**src/rtl/sprite_rom_arbiter.sv**
```systemverilog
// sprite_rom_arbiter: round-robin arbiter sharing one pipelined sprite ROM between two layers,
// with a tag pipeline that routes each ROM byte back to the requester that asked for it.
module sprite_rom_arbiter #(
    parameter int ROM_LATENCY = 2,
    parameter int DATA_W = 8
) (
    input  logic              Clk,
    input  logic              Reset,
    input  logic              req_0,
    input  logic              req_1,
    input  logic [5:0]        idx_0,
    input  logic [5:0]        idx_1,
    input  logic [4:0]        row_0,
    input  logic [4:0]        row_1,
    input  logic [4:0]        col_0,
    input  logic [4:0]        col_1,
    output logic              gnt_0,
    output logic              gnt_1,
    output logic              rvalid_0,
    output logic              rvalid_1,
    output logic [DATA_W-1:0] rdata_0,
    output logic [DATA_W-1:0] rdata_1,
    output logic              err_0,
    output logic              err_1,
    output logic              rom_rd,
    output logic [14:0]       rom_addr,
    input  logic [DATA_W-1:0] rom_rdata
);
    logic ptr, gnt, oor;
    logic [5:0] idx;
    logic [4:0] row, col;
    logic [14:0] addr;
    logic [ROM_LATENCY:0] tv, tid, terr;
    // ptr names the requester that wins the next tie
    always_comb begin
        gnt_0 = ~Reset & req_0 & (~req_1 | ~ptr);
        gnt_1 = ~Reset & req_1 & (~req_0 | ptr);
        gnt = gnt_0 | gnt_1;
        idx = gnt_1 ? idx_1 : idx_0;
        row = gnt_1 ? row_1 : row_0;
        col = gnt_1 ? col_1 : col_0;
        oor = (idx > 6'd45) | (row > 5'd19) | (col > 5'd19);
        addr = 15'(idx) * 15'd400 + 15'(row) * 15'd20 + 15'(col);
    end
    always_ff @(posedge Clk or posedge Reset) begin
        if (Reset) begin
            ptr <= 1'b0;
            rom_rd <= 1'b0;
            rom_addr <= '0;
            tv <= '0;
            tid <= '0;
            terr <= '0;
            rvalid_0 <= 1'b0;
            rvalid_1 <= 1'b0;
            rdata_0 <= '0;
            rdata_1 <= '0;
            err_0 <= 1'b0;
            err_1 <= 1'b0;
        end else begin
            if (gnt)
                ptr <= ~gnt_1;
            rom_rd <= gnt & ~oor;
            if (gnt & ~oor)
                rom_addr <= addr;
            tv <= {tv[ROM_LATENCY-1:0], gnt};
            tid <= {tid[ROM_LATENCY-1:0], gnt_1};
            terr <= {terr[ROM_LATENCY-1:0], oor};
            // last tag stage lines up with the ROM byte for that request
            rvalid_0 <= tv[ROM_LATENCY] & ~tid[ROM_LATENCY];
            rvalid_1 <= tv[ROM_LATENCY] & tid[ROM_LATENCY];
            if (tv[ROM_LATENCY] & ~tid[ROM_LATENCY]) begin
                rdata_0 <= terr[ROM_LATENCY] ? '0 : rom_rdata;
                err_0 <= terr[ROM_LATENCY];
            end
            if (tv[ROM_LATENCY] & tid[ROM_LATENCY]) begin
                rdata_1 <= terr[ROM_LATENCY] ? '0 : rom_rdata;
                err_1 <= terr[ROM_LATENCY];
            end
        end
    end
endmodule

```
**config.mk**
```make
export PLATFORM = sky130hd
export DESIGN_NAME = sprite_rom_arbiter
export DESIGN_NICKNAME = d
export VERILOG_FILES = /design/src/rtl/sprite_rom_arbiter.sv
export SDC_FILE = /design/constraint.sdc
export NUM_CORES = 1
export LEC_CHECK = 0
export BUFFER_PORTS_ARGS = -buffer_cell sky130_fd_sc_hd__clkbuf_2
export CAP_MARGIN = 20
export CORE_ASPECT_RATIO = 0.9
export CORE_MARGIN = 3
export CORE_UTILIZATION = 45
export CTS_BUF_LIST = sky130_fd_sc_hd__clkbuf_8 sky130_fd_sc_hd__clkbuf_16
export DETAILED_ROUTE_END_ITERATION = 8
export MAX_ROUTING_LAYER = met4
export PLACE_DENSITY_LB_ADDON = 0.05
export SKIP_LAST_GASP = 1
export SLEW_MARGIN = 40
export SYNTH_ARGS = -nofsm -noshare
export SYNTH_HDL_FRONTEND = slang
export SYNTH_SLANG_ARGS = --single-unit
```
**constraint.sdc**
```tcl
create_clock -name Clk -period 5.6 [get_ports Clk]
set_input_delay 0 -clock Clk [delete_from_list [all_inputs] [get_ports Clk]]
set_output_delay 0 -clock Clk [all_outputs]
set_load 0.005 [all_outputs]
```
Yosys cells after proc, flatten, opt, wreduce, memory -nomap -nowiden
Index checks and enable logic that the tools add are counted.
{"block": "totals", "regBits": 46, "elab_cells": 42, "output_inout_bits": 38, "input_bits": 44}
{"block": "op_classes", "add_sub_neg": 2, "mul": 2, "n_mux": 4, "bitwise_logic": 19, "order_cmp": 3}
{"op": "15-bit by 10-bit adder with 15-bit output", "count": 1}
{"op": "15-bit by 5-bit adder with 15-bit output", "count": 1}
{"op": "6-bit by 5-bit multiplier with 11-bit output, second input constant", "count": 1}
{"op": "5-bit greater-than comparator, second input constant", "count": 2}
{"op": "5-bit 2-to-1 mux", "count": 2}
{"op": "5-bit by 3-bit multiplier with 8-bit output, second input constant", "count": 1}
{"op": "8-bit 2-to-1 mux", "count": 1}
{"op": "1-bit AND", "count": 7}
{"op": "1-bit inverter", "count": 7}
{"op": "6-bit greater-than comparator, second input constant", "count": 1}
{"op": "6-bit 2-to-1 mux", "count": 1}
{"op": "1-bit bitwise OR", "count": 5}

Logic depth before layout (Yosys ltp)
{"block": "logic_depth", "ltp_word": 9, "mapped_depth": 21, "depth_no_buf": 19}

Worst setup path before layout
No wires, ideal clock.
{"block": "synth_path", "kind": "register to register", "from": "register ptr", "to": "register rom_addr[13]", "setup_ps": 125, "slack_ps": 999, "arrival_ps": 4476, "n_path_buf": 2, "synth_period_minus_slack_ps": 4601, "path_stages_with_launch": 19, "cell_sequence": "dfrtp_1 nor2b_2 or2_1 buf_4 clkinv_1 buf_2 mux2_2 ha_1 ha_1 fa_1 xor2_1 ha_1 ha_1 and3_1 a221o_1 o41ai_1 nand3b_1 xnor2_1 mux2_2"}
{"block": "synth_via", "elab_chain_len": 8}
{"item": "start: declaration", "line_no": "29", "source": "logic ptr, gnt, oor;"}
{"item": "start signal: assignment", "line_no": "61", "source": "ptr <= ~gnt_1;"}
{"item": "1-bit bitwise OR (*)", "line_no": "37", "source": "gnt_1 = ~Reset & req_1 & (~req_0 | ptr);"}
{"item": "1-bit AND (*)", "line_no": "37"}
{"item": "via gnt_1", "line_no": "18", "source": "output logic gnt_1,"}
{"item": "branches (longest 6 deep; another with 15-bit by 10-bit adder with 15-bit output)"}
{"item": "end signal: assignment", "line_no": "64", "source": "rom_addr <= addr;"}
{"item": "end: declaration", "line_no": "26", "source": "output logic [14:0] rom_addr,"}
Mark *: on every way through the listed nets, which the timed path passes.
A chain may end at the register's enable or synchronous reset.

Worst setup path after layout
{"block": "layout_path", "from": "input port Reset", "to": "register rom_addr[13]"}
{"block": "layout_via", "elab_chain_len": 9}
{"item": "start: declaration", "line_no": "8", "source": "input logic Reset,"}
{"item": "1-bit inverter (*)", "line_no": "36, 37"}
{"item": "branches (longest 8 deep; another with 15-bit by 10-bit adder with 15-bit output)"}
Every way passes the cells marked *.

==> results.md <==
* Most frequent cells in the layout: 81 x clkbuf_2, 46 x dfrtp_1, 40 x ha_1
* Final Skew at between 0.008 and 0.009 ns
* Pre-antenna DRT Iters at 4
* Worst path most repeated cell: ha_1
* Power per cell area at 344 nW/um^2
* Share of total power in combinational logic at 47.9%
* Sequential fraction of the synthesis area at 36.9%
* Fmax at about 0.20 GHz
* Antenna fix cells at 0
* Distinct cells, synth at 45
* Post-Syn Nets at 386
* Height of the die at 85 um
* Vias in the first global route at 2341
* Number of port buffers at 81
* Die ar. at 7970 um^2
* Grt ovf at 0
* Kind of critical path: in -> reg
* Clock latency on the worst-skew pair at around 0.31 ns
* Max VDD drop at approximately 0.23 mV
* Post-CTS sizing at 0
* Starting Density at 46.9%
* Layout cells sized above 1 at 32.0%
* Worst endpoint required time at 5.80 ns
* Row count at 28
* Maximum clock insertion buffer count at 2
* Mapped Avg Cell Area at about 10 um^2
* Iter 0 DRT Violations at 70
* Most common flop cell mapped by yosys: dfrtp_1
* Yosys reg bits at 46
* Max Cap Viol at 0
* Residual DRC count at 0
* Area growth, synth to finish at 21.5%
* Post-route ant nets at 0
* CTS root buf: clkbuf_8
* Num CTS Buffers at 5
* DR WL/cell at ~14 um
* Initial antenna violation count at 0
* RSZ-0062 raised after global routing: no
* Most common cell after layout, fill and taps aside: clkbuf_2
* Status: complete, but fails checks
* Final setup vio count at 0
* Async S/R FF share, synth at between 90% and 100%
* I/O pins at 82
* Synth top area share at 36.9%
* CP Capture Type: register
* Leak at 0.00198 uW
* First-pass GRT wire length at 11300 um
* Net Sw Power at 478 uW
* Class of the worst hold path: in -> reg
* Sw Share at 36.6%
* Slowest CP cell: dlygate4sd3_1
* Setup tns final at 0 ns
* CTS Hold Bufs at 10
* Seq pwr share at 35.2%
* Synth warn at 0
* Final Max Slew Viols at 0
* Worst setup SP type: input port
* Buf+Inv Stages, Crit Path at 4
* Crit path time final at about 4.9 ns
* GRT Resource Usage Total at between 10% and 20%
* CTS tree: done
* Crit path cell chain: dlygate4sd3_1 -> clkbuf_2 -> nand2b_4 -> or2_1 -> clkinv_1 -> buf_4 -> mux2_2 -> ha_1 -> ha_1 -> fa_1 -> xor2_1 -> ha_1 -> ha_1 -> and3_1 -> a221o_1 -> o41ai_1 -> nand3b_1 -> xnor2_1 -> mux2_2
* Fin Hold WS at -0.000480 ns
* Max transition margin at 57.8%
* Fin crit share at ~88%
* Crit-path max FO at 11
* Final wirelength at 6910 um
* Routability congestion estimate at 0.923
* Syn Std Cell Area at 3120 um^2
* Clock power frac at 16.9%
* Crit-path leading delay family: adder cells
* Syn Inst Count at 298
* Core Box Area at between 6000 and 7000 um^2
* EDFF count, synth at 0
* Failing checks: negative hold slack
* CP peak stage delay at between 0.5 and 0.6 ns
* Worst-Margin Slew at 0.633 ns
* NumNets Final at 478
* Area leader, netlist: dfrtp_1
* Int Pwr at 827 uW
* Vias at 2409
* Clk sink count at 46
* Number of vias per cell at 5.01
* H-tree levels at 2
* Total power at approximately 1300 uW
* Final Hold Fails at 1
* Synth top area cells: dfrtp_1 37%, ha_1 16%, mux2_2 6.1%, o21ai_0 4.2%, mux2_4 3.8%
* Final HPWL DP at 5440 um
* Die width at 93.8 um
* Pin count of the biggest net entering global routing at 48
* Clk pin slew, worst setup/hold paths at around 0.1 ns
* Worst path arrival time at 5.11 ns
* Post-CTS Repair Setup Buffers at 0
-- metrics by stage --
stage	util [%]	setup WS (ns)	hold WS, ns	cell area (um^2)	instances
after global routing	57.0	0.416	0.0124	3790	481
final	57.0	0.697	-0.000480	3790	481
after floorplan	-	0.999	0.0555	3120	298
after detailed placement	54.1	0.812	0.153	3600	463
after global placement	54.0	0.906	0.224	3590	463
after CTS	57.0	0.706	0.000210	3790	481
-- worst paths after layout --
path,startpoint,to,slack (ns),cells past startpoint
worst min-delay path,req_1,tv[0],-0.0005,3
worst max-delay path,Reset,rom_addr[13],0.70,19
worst max register to register,ptr,rom_addr[13],0.76,17
max in group asynchronous,Reset,rom_addr[10],4.86,3
min in group asynchronous,Reset,tv[0],0.34,3
worst min register to register,tid[1],tid[2],0.35,0
-- cell usage after synthesis (2+ instances only) --
cell type  instances
fa_1               4
nand2_1           26
a21o_1             3
inv_1             19
a211oi_1           2
o21ai_0           26
o211ai_1           3
nor3_1             2
a31o_2             2
mux2_2            17
mux2i_1            8
nor2_1            18
a21oi_1           10
ha_1              40
o21ai_1            2
xor2_1             9
and3_1             3
mux2_4             8
xnor2_1           13
nand2b_1          11
clkbuf_1           3
dfrtp_1           46
-- power groups by stage --
stage               Clock (uW)  Sequential [uW]  Combinational [uW]
finish                     220              459                 626
global route               239              473                 707
CTS                        224              461                 634
detailed placement           0              467                 624
global placement             0              466                 619
floorplan                    0              468                 437
-- tightest hold or removal path, stage by stage --
cell      delay (ns)
clkbuf_2        0.14
nor2_1          0.06
nor2_1          0.07
-- cells by family after synthesis --
| family | synth area share, % |
|---|---|
| compound gates | 10.4 |
| xor+xnor | 6.17 |
| fa+ha+maj | 18.6 |
| buf+inv | 4.29 |
| flops | 36.9 |
| mux | 12.6 |
| simple gates | 11.1 |
-- layer usage --
metal  vias to the layer above  global-route usage [%]  part of all wire (%)
li1                       1213                       -                     -
met3                         9                    4.08                   4.6
met4                         0                    5.12                   1.2
met2                        66                    26.1                    44
met5                         -                       -                     0
met1                      1121                    26.7                    50
-- sequential cells by signal, summed over array words and instances (netlist names), 3 cells and up --
signal    flops
terr          3
tv            3
rdata_0       8
tid           3
rdata_1       8
rom_addr     15
-- final cells by class --
cell class                      instances  area [um^2]
Clock inverter                          3         23.8
Clock buffer                            5         68.8
Tap cell                               90          113
Sequential cell                        46         1150
Multi-Input combinational cell        224         1840
Timing Repair Buffer                   93          520
Fill cell                             616         2870
Inverter                               20         77.6
Power figures use the tool's default switching activity.
